[src/rtl/cordic_arbiter.sv]
// Round-robin arbiter sharing one sin/cos CORDIC engine between P_N clients.
// Latency: o_done pulses exactly P_LAT cycles after o_gnt; back-to-back job spacing P_LAT+P_GAP+1.
// Backpressure: clients hold i_req/i_theta until o_gnt; requests wait while BUSY/GAP, one job at a time.
//
// Ports:
//   i_clk, i_rst       clock (rising edge), asynchronous active-high reset
//   i_req, i_theta     per-client request level and packed signed angles (client k at [k*P_W +: P_W])
//   o_gnt, o_done      one-hot single-cycle pulses: angle accepted / result valid for that client
//   o_sin, o_cos       last captured result, held until the next completion
//   o_busy, o_err      not-IDLE indicator; sticky "engine ack low at latency expiry"
//   o_cordic_*         engine request level and angle; i_cordic_* engine results and ack
module cordic_arbiter #(
    parameter int P_N   = 4,
    parameter int P_W   = 20,
    parameter int P_LAT = 18,
    parameter int P_GAP = 1
) (
    input  logic                     i_clk,
    input  logic                     i_rst,
    input  logic [P_N-1:0]           i_req,
    input  logic [P_N*P_W-1:0]       i_theta,
    output logic [P_N-1:0]           o_gnt,
    output logic [P_N-1:0]           o_done,
    output logic signed [P_W-1:0]    o_sin,
    output logic signed [P_W-1:0]    o_cos,
    output logic                     o_busy,
    output logic                     o_err,
    output logic                     o_cordic_req,
    output logic signed [P_W-1:0]    o_cordic_theta,
    input  logic signed [P_W-1:0]    i_cordic_sin,
    input  logic signed [P_W-1:0]    i_cordic_cos,
    input  logic                     i_cordic_ack
);

    localparam int IW   = (P_N > 1) ? $clog2(P_N) : 1;
    localparam int CMAX = (P_LAT > P_GAP) ? P_LAT : P_GAP;
    localparam int CW   = $clog2(CMAX) + 1;

    localparam logic [CW-1:0]  LAT_END = CW'(P_LAT - 1);
    localparam logic [CW-1:0]  GAP_END = CW'(P_GAP - 1);
    localparam logic [IW-1:0]  PTR_RST = IW'(P_N - 1);
    localparam logic [P_N-1:0] ONE_HOT = {{(P_N-1){1'b0}}, 1'b1};

    typedef enum logic [1:0] {
        S_IDLE = 2'd0,
        S_BUSY = 2'd1,
        S_GAP  = 2'd2
    } state_t;

    state_t                 state_q,  state_d;
    logic [IW-1:0]          ptr_q,    ptr_d;
    logic [IW-1:0]          idx_q,    idx_d;
    logic [CW-1:0]          cnt_q,    cnt_d;
    logic signed [P_W-1:0]  theta_q,  theta_d;
    logic [P_N-1:0]         gnt_q,    gnt_d;
    logic [P_N-1:0]         done_q,   done_d;
    logic signed [P_W-1:0]  sin_q,    sin_d;
    logic signed [P_W-1:0]  cos_q,    cos_d;
    logic                   err_q,    err_d;
    logic                   creq_q,   creq_d;

    // Unpack the client angles so the winner can be selected by index.
    logic signed [P_W-1:0]  theta_arr [P_N];
    for (genvar k = 0; k < P_N; k++) begin : g_unpack
        assign theta_arr[k] = i_theta[k*P_W +: P_W];
    end

    // Round-robin pick: scan from ptr+1 upward with wrap. The loop runs from the
    // farthest offset down to the nearest so the nearest requester is the last
    // (and therefore winning) assignment.
    logic            pick_vld;
    logic [IW-1:0]   pick_idx;
    logic [IW-1:0]   scan_idx;

    always_comb begin
        pick_vld = 1'b0;
        pick_idx = '0;
        scan_idx = '0;
        for (int i = P_N; i >= 1; i--) begin
            scan_idx = IW'((int'(ptr_q) + i) % P_N);
            if (i_req[scan_idx]) begin
                pick_vld = 1'b1;
                pick_idx = scan_idx;
            end
        end
    end

    always_comb begin
        state_d = state_q;
        ptr_d   = ptr_q;
        idx_d   = idx_q;
        cnt_d   = cnt_q;
        theta_d = theta_q;
        gnt_d   = '0;
        done_d  = '0;
        sin_d   = sin_q;
        cos_d   = cos_q;
        err_d   = err_q;
        creq_d  = creq_q;

        unique case (state_q)
            S_IDLE: begin
                if (pick_vld) begin
                    theta_d = theta_arr[pick_idx];
                    idx_d   = pick_idx;
                    ptr_d   = pick_idx;
                    gnt_d   = ONE_HOT << pick_idx;
                    creq_d  = 1'b1;
                    cnt_d   = '0;
                    state_d = S_BUSY;
                end
            end
            S_BUSY: begin
                // Completion is purely time-based: the engine ack is a level that
                // may still be high from the previous job, so it cannot mark the end.
                if (cnt_q == LAT_END) begin
                    sin_d   = i_cordic_sin;
                    cos_d   = i_cordic_cos;
                    done_d  = ONE_HOT << idx_q;
                    if (!i_cordic_ack) begin
                        err_d = 1'b1;
                    end
                    creq_d  = 1'b0;
                    cnt_d   = '0;
                    state_d = S_GAP;
                end else begin
                    cnt_d = cnt_q + 1'b1;
                end
            end
            S_GAP: begin
                // Hold the engine request low so the engine can clear its state.
                if (cnt_q == GAP_END) begin
                    cnt_d   = '0;
                    state_d = S_IDLE;
                end else begin
                    cnt_d = cnt_q + 1'b1;
                end
            end
            default: begin
                creq_d  = 1'b0;
                cnt_d   = '0;
                state_d = S_IDLE;
            end
        endcase
    end

    always_ff @(posedge i_clk or posedge i_rst) begin
        if (i_rst) begin
            state_q <= S_IDLE;
            ptr_q   <= PTR_RST;
            idx_q   <= '0;
            cnt_q   <= '0;
            theta_q <= '0;
            gnt_q   <= '0;
            done_q  <= '0;
            sin_q   <= '0;
            cos_q   <= '0;
            err_q   <= 1'b0;
            creq_q  <= 1'b0;
        end else begin
            state_q <= state_d;
            ptr_q   <= ptr_d;
            idx_q   <= idx_d;
            cnt_q   <= cnt_d;
            theta_q <= theta_d;
            gnt_q   <= gnt_d;
            done_q  <= done_d;
            sin_q   <= sin_d;
            cos_q   <= cos_d;
            err_q   <= err_d;
            creq_q  <= creq_d;
        end
    end

    assign o_gnt          = gnt_q;
    assign o_done         = done_q;
    assign o_sin          = sin_q;
    assign o_cos          = cos_q;
    assign o_busy         = (state_q != S_IDLE);
    assign o_err          = err_q;
    assign o_cordic_req   = creq_q;
    assign o_cordic_theta = theta_q;

endmodule
[config.mk]
export PLATFORM = sky130hd
export DESIGN_NAME = cordic_arbiter
export DESIGN_NICKNAME = d
export VERILOG_FILES = /design/src/rtl/cordic_arbiter.sv
export SDC_FILE = /design/constraint.sdc
export NUM_CORES = 1
export LEC_CHECK = 0
export ABC_AREA = 1
export CAP_MARGIN = 25
export CORE_MARGIN = 2
export CORE_UTILIZATION = 35
export CTS_CLUSTER_DIAMETER = 80
export DETAILED_ROUTE_END_ITERATION = 12
export GPL_TIMING_DRIVEN = 1
export PLACE_DENSITY_LB_ADDON = 0.2
export SETUP_SLACK_MARGIN = 0.4
export SLEW_MARGIN = 15
export SYNTH_ARGS = -nofsm -noshare
export SYNTH_HDL_FRONTEND = slang
export SYNTH_SLANG_ARGS = --single-unit
[constraint.sdc]
create_clock -name i_clk -period 5.95 [get_ports i_clk]
set_clock_uncertainty 0.05 [all_clocks]
set_input_delay 1.19 -clock i_clk [delete_from_list [all_inputs] [get_ports i_clk]]
set_output_delay 1.19 -clock i_clk [all_outputs]
set_load 0.03 [all_outputs]
* Yosys cells after proc, flatten, opt, wreduce, memory -nomap -nowiden
Cells that the tools add are included.
Widths: inputs -> output; s select.
** Operators by class
- Equal/unequal tests :: 6
- Shifts and indexed selects :: 2
- Bitwise operators :: 3
- Add/subtract/negate cells :: 5
- Magnitude comparators :: 5
- Reductions and logical operators :: 8
- Mux-type cells :: 34
** Operators with widths (count)
- $bmux 20 s2 :: 1
- $mux 20 :: 2
- $mux 6 :: 3
- $pmux 6 s3 :: 1
- $mux 4 :: 4
- $mux 2 :: 7
- $lt 2x3->1 const B :: 4
- $mux 1 :: 10
- $reduce_and 3->1 :: 3
- $bmux 1 s2 :: 4
- $shl 1x2->4 const A :: 2
- $add 6x1->6 const B :: 1
- $eq 6x5->1 const B :: 1
- $logic_not 6->1 :: 1
- $ne 2x2->1 const B :: 3
- $pmux 2 s3 :: 1
- $add 2x1->2 const B :: 2
- $add 2x2->2 const B :: 2
- $reduce_and 2->1 :: 2
- $ge 3x3->1 const B :: 1
- $not 2->3 :: 1
- $pmux 1 s3 :: 1
- $eq 2x1->1 const B :: 1
- $eq 2x2->1 const B :: 1
- other kinds (3) :: 4
** Storage, ports and cells
- Register bits after elaboration :: 82
- Logic and storage cells :: 74
- Output and inout bits :: 71
- Input port bits :: 127

* Longest topological paths before layout
Gate-level depths: netlist (run 1).
- Depth after elaboration :: 11
- Mapped depth :: 17
- Mapped depth without buffers :: 15

* Worst setup path before layout (run 1)
No wires, ideal clock.
- Kind :: input -> register
- Start point :: in i_req[1]
- End point :: reg theta_q[10] (netlist: o_cordic_theta[10])
- Setup time :: 0.117 ns
- Slack :: 3.546 ns
- Required time :: 5.783 ns
- Arrival time :: 2.237 ns
- Path buffers :: 1
- Stages :: 14
- Path through :: inv_1 -> o21ai_1 -> nand2_1 -> nand2_2 -> inv_2 -> nand2_1 -> nand2_2 -> nand2_4 -> buf_4 -> nand2_1 -> nand3_1 -> nand2_1 -> nand2_1 -> nand2_1
** On the way
- Word-level cells in the longest chain between the ends :: 10
- Elaborated cells between the ends (all ways) :: 21
- Those cells by class :: mux: 19; bitwise: 1; reduce/logical: 1
** Ends and longest elaborated chain
- start: declaration :: RTL line 20 : input logic [P_N-1:0] i_req,
- $bmux 1 s2 :: RTL line 81 : if (i_req[scan_idx]) begin
- $mux 1 (not written as such) :: RTL line 81
- $mux 2 (4 in series) :: RTL line 81
- $not 2->3 (not written as such) :: RTL line 104 : theta_d = theta_arr[pick_idx];
- $bmux 20 s2 :: RTL line 104
- $mux 20 (not written as such) (2 in series) :: RTL line 104
- end signal: assignment :: RTL line 165 : theta_q <= theta_d;
- end: declaration :: RTL line 54 : logic signed [P_W-1:0] theta_q, theta_d;
Several ways; a longest one is shown, not always the timed one. The select of a mux whose other input is x is not followed.
A chain may end at the register's enable or synchronous reset.

* Final worst setup path (run 1)
- Start point :: in i_req[0]
- End point :: reg theta_q[0] (netlist: o_cordic_theta[0])
Same word-level chain as after synthesis.

==> impl_results.md, run 1 <==
* Core Footprint at 0.01206 mm^2
* Setup violators final at 0
* Die Y-Extent at 115.3 um
* H-Tree Depth at 3
* Overflow after GRT at 0
* Post-route setup TNS at 0 ns
* Unrepaired setup endpoints after global routing: no
* Final Hold Fails at 0
* Vias in the first global route at 3762
* Vias at 4034
* Commonest cells post-synth: nand2_1, dfrtp_1, nand3_1
* # fillers at 1097
* Die width at 115.3 um
* Iter 0 DRT Violations at 213
* Syn_area_per_cell at 8.095 um^2
* Post-Syn Nets at 669
* Gate Count Post-Synth at 536
* Number of post-CTS setup repair buffers at 0
* Final period utilization at 0.6121
* Yosys cell types at 26
* Dominant synthesized flop cell: dfrtp_1
* Area occupied by registers at 0.002054 mm^2
* Lkg Pwr at 0.003268 uW
* Total global-route track usage at 0.1719
* Layout cell share with drive strength beyond 1 at 0.1022
* CP Data Required Time at 6.17 ns
* Area leader, netlist: dfrtp_1
* Cell with the most instances after synthesis: nand2_1
* Peak supply drop at 0.3701 mV
* Mapped cell area at 0.004339 mm^2
* CTS Buf Count at 9
* CP Capture Type: flop
* Status: finished, final reports clean
* Routed WL at 11550 um
* Nets at 853
* Max FO, Critical Path at 43
* Antenna-violating nets left at 0
* Worst slew pin tran at 0.9116 ns
* Final slew viol count at 0
* Slew margin rel. at 0.3916
* Number of synthesized flops with an enable pin at 0
* Sequential fraction of the synthesis area at 0.4735
* PwrDens at 458.9 mW/mm^2
* Initial Util at 0.3598
* Final Cell Area at 0.006711 mm^2
* Initial antenna violation count at 0
* Crit path arrival time at 3.86 ns
* Area contributors post-synth: dfrtp_1, nand2_1, mux2_2, nand3_1, inv_1
* Crit Path Category: input port to flop
* Placer Congestion at 0.8140
* IO buf count at 197
* Drt first pass iters at 5
* Final min period at 3.642 ns
* DR vias/cell at 4.522
* Fmax at 274.6 MHz
* Largest net degree at the start of global routing at 83
* Critical Path Source Type: input port
* Post-cts resize count at 0
* Die area at 0.01330 mm^2
* Hold Crit Class: flop to flop
* First-pass GRT wire length at 18150 um
* Max Cap Viol at 0
* Placed inst area at 0.006367 mm^2
* Multi-input gate area at 0.001868 mm^2
* HPWL after DPL at 8782 um
* Diode count at 0
* Yosys reg bits at 82
* Rows at 40
* Synth top area share at 0.4614
* Ports at 198
* Area grow syn2layout at 54.67%
* Total number of yosys warnings at 0
* Worst-Skew Late Latency at 0.33 ns
* TritonCTS Sinks at 82
* Drc violations at 0
* CTS max path bufs at 2
* FFs w/ async S/R, synth at 1.000
* Hold bufs inserted after CTS at 0
* CTS root buf: clkbuf_16
* Clock slew seen by the registers of the worst setup and hold paths at 0.06 ns
* WL/cell at 12.95 um
* CTS tree: yes
## state kept, by name, indices dropped and copies added, names as in the netlist
name / cells
o_cordic_theta: 20
o_cos: 20
o_sin: 20
cnt_q: 6
o_done: 4
o_gnt: 4
idx_q: 2
ptr_q: 2
state_q: 2
o_cordic_req: 1
o_err: 1
## power by group
| group | internal [uW] | leakage (uW) | total [uW] | switching [uW] |
|---|---|---|---|---|
| clock | 344 | 0.000148 | 545 | 201 |
| sequential | 689 | 0.00100 | 765 | 76.6 |
| combinational | 617 | 0.00212 | 1770 | 1150 |
| total | 1650 | 0.00327 | 3080 | 1430 |
## placed cells by master (no fill, tap or decap), drive strengths merged
cell type / n
dfstp: 2
nor3: 5
nand3: 70
mux2: 40
clkdlybuf4s50: 197
o21ai: 12
nor2: 9
dfrtp: 80
o21bai: 1
clkbuf: 12
inv: 66
buf: 3
bufinv: 1
nand4: 2
a21oi: 9
nand2: 205
ha: 6
or2: 1
clkinv: 3
## metrics by stage
step / utilization / setup slack (ns) / hold slack [ns] / cells / total power (uW)
3_5_place_dp: 0.5279 / 2.019 / 0.4116 / 875 / 2543
3_3_place_gp: 0.5279 / 2.093 / 0.3981 / 875 / 2515
5_1_grt: 0.5564 / 1.964 / 0.4356 / 892 / 3369
6_report: 0.5564 / 2.308 / 0.4188 / 892 / 3080
2_1_floorplan: - / 2.605 / 0.3821 / 536 / 2119
4_1_cts: 0.5525 / 2.359 / 0.4203 / 890 / 3106
## routing by layer
layer / vias up / share of wire / track usage
met5: - / 0 / 0
met4: 0 / 0.013 / 0.06104
met3: 11 / 0.090 / 0.04270
met2: 195 / 0.44 / 0.2667
met1: 1786 / 0.46 / 0.2343
li1: 2042 / - / -
## cell families after synthesis
logic type,count (synthesis),share of synthesized area
AOI/OAI and AO/OA,22,0.02595
muxes,40,0.1038
buffers and inverters,94,0.09602
DFF,82,0.4735
adders and majority gates,6,0.01730
and+or+nand+nor,292,0.2834
## cell type report
| cell class | instances | area share |
|---|---|---|
| clock buffers | 12 | 0.03822 |
| clock inverters | 3 | 0.005966 |
| inverters | 67 | 0.03803 |
| multi-input cells | 360 | 0.2783 |
| flip-flops and latches | 82 | 0.3061 |
| well taps | 168 | 0.03132 |
| repair buffers | 200 | 0.3020 |
## worst paths after layout
path / cells past startpoint / slack, ns / startpoint / end
max: 13 / 2.31 / i_req[0] / o_cordic_theta[0]
min: 1 / 0.42 / idx_q[0] / o_done[2]
max reg2reg: 14 / 2.95 / ptr_q[0] / o_cordic_theta[0]
min reg2reg: 1 / 0.42 / idx_q[0] / o_done[2]
max in group asynchronous: 4 / 4.01 / i_rst / ptr_q[1]
min in group asynchronous: 3 / 1.20 / i_rst / cnt_q[3]
## critical path: stages
cell             delay, ns
clkdlybuf4s50_1       0.48
inv_1                 0.04
nand2_1               0.08
nand2_1               0.07
a21oi_1               0.19
nand3_2               0.62
nand2_4               0.65
nand2_1               0.11
nand2_1               0.08
nand2_1               0.05
nand2_1               0.12
nand2_1               0.06
nand2_1               0.10
Note: power is estimated with default switching activity, not from simulation.
==> inputs of run 2 (changes only) <==
==> constraint.sdc (replaced) <==
create_clock -name i_clk -period 3.6 [get_ports i_clk]
set_clock_uncertainty 0.05 [all_clocks]
set_input_delay 0.72 -clock i_clk [delete_from_list [all_inputs] [get_ports i_clk]]
set_output_delay 0.72 -clock i_clk [all_outputs]
set_load 0.03 [all_outputs]
==> run 2 against run 1 <==
Effect of this change:
- register-to-register slack worse by 1.6 ns
- global-route usage is 0.92 points higher
- total power is 71% higher
- worst hold slack worse by 0.00059 ns
- sequential share of layout area is 0.22 points lower
- non-clock buffer count is 3 higher
- largest cell class unchanged
- largest power group unchanged
==> impl_results.md, run 2 (synthesis results as in run 1) <==
* Status: finished, final reports clean
* Unrepaired setup endpoints after global routing: no
* First-pass GRT wire length at 19240 um (+6.0%)
* Drt first pass iters at 4 (-1)
* Overflow after GRT at 0 (unchanged)
* Commonest non-fill, non-tap cells in the layout: nand2_1, clkdlybuf4s50_1, dfrtp_1
* Largest net degree at the start of global routing at 83 (unchanged)
* R2R cell count at 15 (+1)
* CTS root buf: clkbuf_16
* Drc violations at 0 (unchanged)
* HP Start: idx_q[1]
* CP Data Required Time at 2.83 ns (-3.34 ns)
* IO buf count at 197 (unchanged)
* Reg-to-Reg End: o_cordic_theta[7]
* PwrDens at 777.3 mW/mm^2 (+69%)
* Number of post-CTS setup repair buffers at 0 (unchanged)
* Nets at 856 (+0.35%)
* Placed inst area at 0.006410 mm^2 (+0.67%)
* Max FO, Critical Path at 5 (-88%)
* Total power draw at 5254 uW (+71%)
* Max Cap Viol at 0 (unchanged)
* Worst r2r src: ptr_q[0]
* H-Tree Depth at 3 (unchanged)
* Area grow syn2layout at 55.77%
* Core Footprint at 0.01206 mm^2 (unchanged)
* Final Cell Area at 0.006759 mm^2 (+0.71%)
* TritonCTS Sinks at 82 (unchanged)
* Worst-case register-to-register setup slack at 1.33 ns (-1.62 ns)
* Peak supply drop at 0.5315 mV (+44%)
* Initial Util at 0.3598 (unchanged)
* Worst-Skew Late Latency at 0.33 ns (about the same)
* Hold bufs inserted after CTS at 0 (unchanged)
* Vias at 4095 (+1.5%)
* Rows at 40 (unchanged)
* HPWL after DPL at 9056 um (+3.1%)
* Fmax at 375.0 MHz
* Vias in the first global route at 4011 (+6.6%)
* Final period utilization at 0.7407
* Routed WL at 11970 um (+3.7%)
* CP Capture Type: output port
* Iter 0 DRT Violations at 242 (+14%)
* Die area at 0.01330 mm^2 (unchanged)
* Antenna-violating nets left at 0 (unchanged)
* Hold Crit Class: flop to flop
* Post-cts resize count at 0 (unchanged)
* Diode count at 0 (unchanged)
* WHS Path Cells at 1 (unchanged)
* Crit Path Category: flop to output port
* CTS tree: yes
* Most common cell after layout, fill and taps aside: nand2_1
* Total global-route track usage at 0.1811 (+0.009224)
* Worst Hold Endpoint: o_done[1]
* Setup violators final at 0 (unchanged)
* Placer Congestion at 0.8127 (-0.16%)
* Die Y-Extent at 115.3 um (unchanged)
* Slew margin rel. at 0.5436 (+0.1520)
* Place WS at 0.8211 ns (-1.198 ns)
* CTS Buf Count at 9 (unchanged)
* Final Hold Fails at 0 (unchanged)
* Layout cell share with drive strength beyond 1 at 0.1085 (+0.006307)
* CTS max path bufs at 2 (unchanged)
* Worst slew pin tran at 0.6839 ns (-0.2277 ns)
* Crit path arrival time at 1.90 ns (-1.96 ns)
* Post-route setup TNS at 0 ns (unchanged)
* Initial antenna violation count at 0 (unchanged)
* Critical Path Source Type: flop
* Ports at 198 (unchanged)
* Lkg Pwr at 0.003289 uW (+0.64%)
* Clock slew seen by the registers of the worst setup and hold paths at 0.06 ns (about the same)
* DR vias/cell at 4.570 (+1.1%)
* PnR worst setup slack at 0.9335 ns (-1.374 ns)
* WL/cell at 13.36 um (+3.2%)
* Die width at 115.3 um (unchanged)
* Final slew viol count at 0 (unchanged)
* Final min period at 2.666 ns
## run 2: cell count changes in the layout (fill, tap and decap cells not counted), sizes merged
cell,delta
clkbuf,-2
buf,+3
clkinvlp,+1
bufinv,+1
clkinv,+1
## run 2: per-stage QoR
step           hold slack [ns]    util  std cells
6_report                0.4182  0.5604        896
3_3_place_gp            0.3972  0.5314        879
5_1_grt                 0.4359  0.5604        896
2_1_floorplan           0.3821       -        536
3_5_place_dp            0.4033  0.5314        879
4_1_cts                 0.4155  0.5587        895
## run 2: power breakdown
| part | switching [uW] | internal [uW] |
|---|---|---|
| clock | 354 | 627 |
| sequential | 127 | 1140 |
| combinational | 1950 | 1060 |
| total | 2430 | 2820 |
## run 2: worst max path at each step
stage	from	endpoint	slack (ns)	cells past startpoint
3_3_place_gp	i_req[1]	o_cordic_theta[8]	0.90	14
6_report	state_q[0]	o_busy	0.93	4
2_1_floorplan	i_rst	cnt_q[0]	0.72	1
5_1_grt	state_q[0]	o_busy	0.87	4
3_5_place_dp	i_req[1]	o_cordic_theta[8]	0.82	14
4_1_cts	state_q[0]	o_busy	0.92	4
## run 2: routing by layer
metal	vias to the layer above	global-route usage	routed length (um)
li1	2055	-	-
met1	1845	0.2366	5261
met2	184	0.2959	5494
met3	11	0.04533	1073
met4	0	0.05703	143
met5	-	0	0
## run 2: layout make-up
class	count	area, um^2
multi-input cells	360	1868
fillers	1083	5303
clock inverters	6	90.09
repair buffers	203	2042
flip-flops and latches	82	2054
clock buffers	10	239.0
inverters	67	255.2
well taps	168	210.2
## run 2: worst max-delay path, stage by stage (launching register included)
cell and delay (ns):
dfrtp_1 0.37, inv_1 0.07, ha_1 0.24, inv_1 0.17, clkdlybuf4s50_1 0.70
==> inputs of run 3 (changes only) <==
==> constraint.sdc (replaced) <==
create_clock -name i_clk -period 2.3 [get_ports i_clk]
set_clock_uncertainty 0.05 [all_clocks]
set_input_delay 0.46 -clock i_clk [delete_from_list [all_inputs] [get_ports i_clk]]
set_output_delay 0.46 -clock i_clk [all_outputs]
set_load 0.03 [all_outputs]
==> run 3 against run 2 <==
Effect of this change:
- register-to-register slack got worse by 1.1 ns
- critical path depth rose by 12
- critical path type is now flop to flop
- worst hold slack got worse by 0.011 ns
- via count rose by 2.2%
==> impl_results.md, run 3 (synthesis results as in run 1) <==
* CTS Buf Count at 9 (unchanged)
* Post-Layout Cell Count at 916 (+2.2%)
* Nets at 876 (+2.3%)
* Area grow syn2layout at 65.14%
* Initial antenna violation count at 0 (unchanged)
* Routed WL at 12120 um (+1.2%)
* Status: finished, final reports clean
* WHS Path Cells at 1 (unchanged)
* Total global-route track usage at 0.1841 (+0.003027)
* Worst-Skew Late Latency at 0.33 ns (about the same)
* Place WS at -0.07296 ns (-0.8940 ns)
* Final min period at 2.098 ns
* Hold bufs inserted after CTS at 0 (unchanged)
* CP Data Required Time at 2.47 ns (-0.36 ns)
* Layout cell share with drive strength beyond 1 at 0.1551 (+0.04656)
* Most common cell after layout, fill and taps aside: nand2_1
* CP Capture Type: flop
* Final slew viol count at 0 (unchanged)
* Die area at 0.01330 mm^2 (unchanged)
* Lkg Pwr at 0.003661 uW (+11%)
* Worst-case register-to-register setup slack at 0.20 ns (-1.13 ns)
* Worst r2r src: ptr_q[0]
* Critical Path Source Type: flop
* Final hold slack at 0.4071 ns (-0.01109 ns)
* Ports at 198 (unchanged)
* Clock slew seen by the registers of the worst setup and hold paths at 0.06 ns (about the same)
* Drt first pass iters at 4 (unchanged)
* Crit path arrival time at 2.27 ns (+0.37 ns)
* CTS root buf: clkbuf_16
* Commonest non-fill, non-tap cells in the layout: nand2_1, clkdlybuf4s50_1, dfrtp_1
* Max FO, Critical Path at 8 (+3)
* DR vias/cell at 4.570 (about the same)
* Core Footprint at 0.01206 mm^2 (unchanged)
* Internal power at 5327 uW (+89%)
* Clk pwr share at 0.158 (-0.029)
* Final period utilization at 0.9120
* Vias in the first global route at 4124 (+2.8%)
* Die Y-Extent at 115.3 um (unchanged)
* Crit Path Category: flop to flop
* NetSw at 4198 uW (+73%)
* Hold Crit Class: flop to flop
* CTS max path bufs at 2 (unchanged)
* Overflow after GRT at 0 (unchanged)
* Worst slew pin tran at 0.4961 ns (-0.1878 ns)
* R2R cell count at 16 (+1)
* Diode count at 0 (unchanged)
* Iter 0 DRT Violations at 242 (unchanged)
* H-Tree Depth at 3 (unchanged)
* PnR worst setup slack at 0.2025 ns (-0.7311 ns)
* Worst Hold Endpoint: o_done[2]
* Antenna-violating nets left at 0 (unchanged)
* Setup violators final at 0 (unchanged)
* Final Hold Fails at 0 (unchanged)
* Fmax at 476.7 MHz
* Logic pwr share at 0.633 (+0.060)
* IO buf count at 197 (unchanged)
* Reg-to-Reg End: o_cordic_theta[8]
* PwrDens at 1329 mW/mm^2 (+71%)
* WL/cell at 13.23 um (-1.0%)
* Largest net degree at the start of global routing at 46 (-45%)
* Placer Congestion at 0.8360 (+2.9%)
* First-pass GRT wire length at 19360 um (+0.61%)
* Slew margin rel. at 0.6693 (+0.1257)
* Peak supply drop at 0.6623 mV (+25%)
* Sequential group share of total power at 0.208 (-0.033)
* Vias at 4186 (+2.2%)
* HPWL after DPL at 8972 um (-0.93%)
* CTS tree: yes
* Initial Util at 0.3598 (unchanged)
* Die width at 115.3 um (unchanged)
* Switching Share at 0.4407 (-0.02158)
* Drc violations at 0 (unchanged)
* Unrepaired setup endpoints after global routing: yes
* Max Cap Viol at 0 (unchanged)
* Rows at 40 (unchanged)
* Placed Cells at 889 (+1.1%)
* HP Start: idx_q[0]
* Post-route setup TNS at 0 ns (unchanged)
* TritonCTS Sinks at 82 (unchanged)
==> run 3: critical path, stage by stage (launching register included) <==
cell and delay [ns]:
dfstp_2 0.64, inv_4 0.09, nand2_1 0.08, nand2_2 0.07, nand2_1 0.09, nand2_2 0.08
nand2_4 0.09, nand2_2 0.06, nand2_4 0.10, nand2_8 0.12, clkbuf_16 0.18, nand2_1 0.05
nand2_1 0.05, nand2_1 0.05, nand2_1 0.07, nand2_1 0.06, nand2_1 0.04
==> run 3: metal layers <==
layer | vias up | routed length, um | track usage
li1 | 2099 | - | -
met3 | 17 | 938 | 0.02952
met2 | 185 | 5788 | 0.3107
met4 | 0 | 216 | 0.07791
met1 | 1885 | 5172 | 0.2342
met5 | - | 0 | 0
==> run 3: how the worst max path moves through the flow <==
stage                              end  cells after the start  slack [ns]     start
finish               o_cordic_theta[8]                     16        0.20  ptr_q[0]
global route        o_cordic_theta[11]                     16        0.02  ptr_q[0]
CTS                 o_cordic_theta[16]                     16        0.29  ptr_q[0]
detailed placement  o_cordic_theta[11]                     15       -0.07  i_req[1]
global placement     o_cordic_theta[9]                     15        0.02  i_req[1]
floorplan           o_cordic_theta[10]                     15        0.51  ptr_q[0]
==> run 3: metrics by stage <==
| step | total power (uW) | util | instance area (um^2) |
|---|---|---|---|
| 3_3_place_gp | 7037 | 0.5441 | 6563 |
| 6_report | 9525 | 0.5941 | 7166 |
| 3_5_place_dp | 7108 | 0.5441 | 6563 |
| 2_1_floorplan | 5481 | - | 4343 |
| 5_1_grt | 10330 | 0.5941 | 7166 |
| 4_1_cts | 9290 | 0.5848 | 7053 |
==> run 3: final cells by class <==
cell class / instances / area [um^2]
inverters: 67 / 257.7
repair buffers: 223 / 2369
multi-input cells: 360 / 1954
flip-flops and latches: 82 / 2054
fillers: 1052 / 4896
well taps: 168 / 210.2
clock inverters: 6 / 91.34
clock buffers: 10 / 229.0
==> run 3: power by group through the flow <==
stage	clock network, uW	registers (uW)	logic [uW]
final	1510	1990	6030
after CTS	1560	1990	5740
after floorplan	0	2400	3080
after global placement	0	2000	5030
after global routing	1610	2030	6690
after detailed placement	0	2010	5100
==> run 3: timing repair <==
action,4_1_cts,5_1_grt
pin swaps,7,4
setup endpoints to repair,42,54
cloned,3,2
setup buffers,4,2
resized for setup,46,20
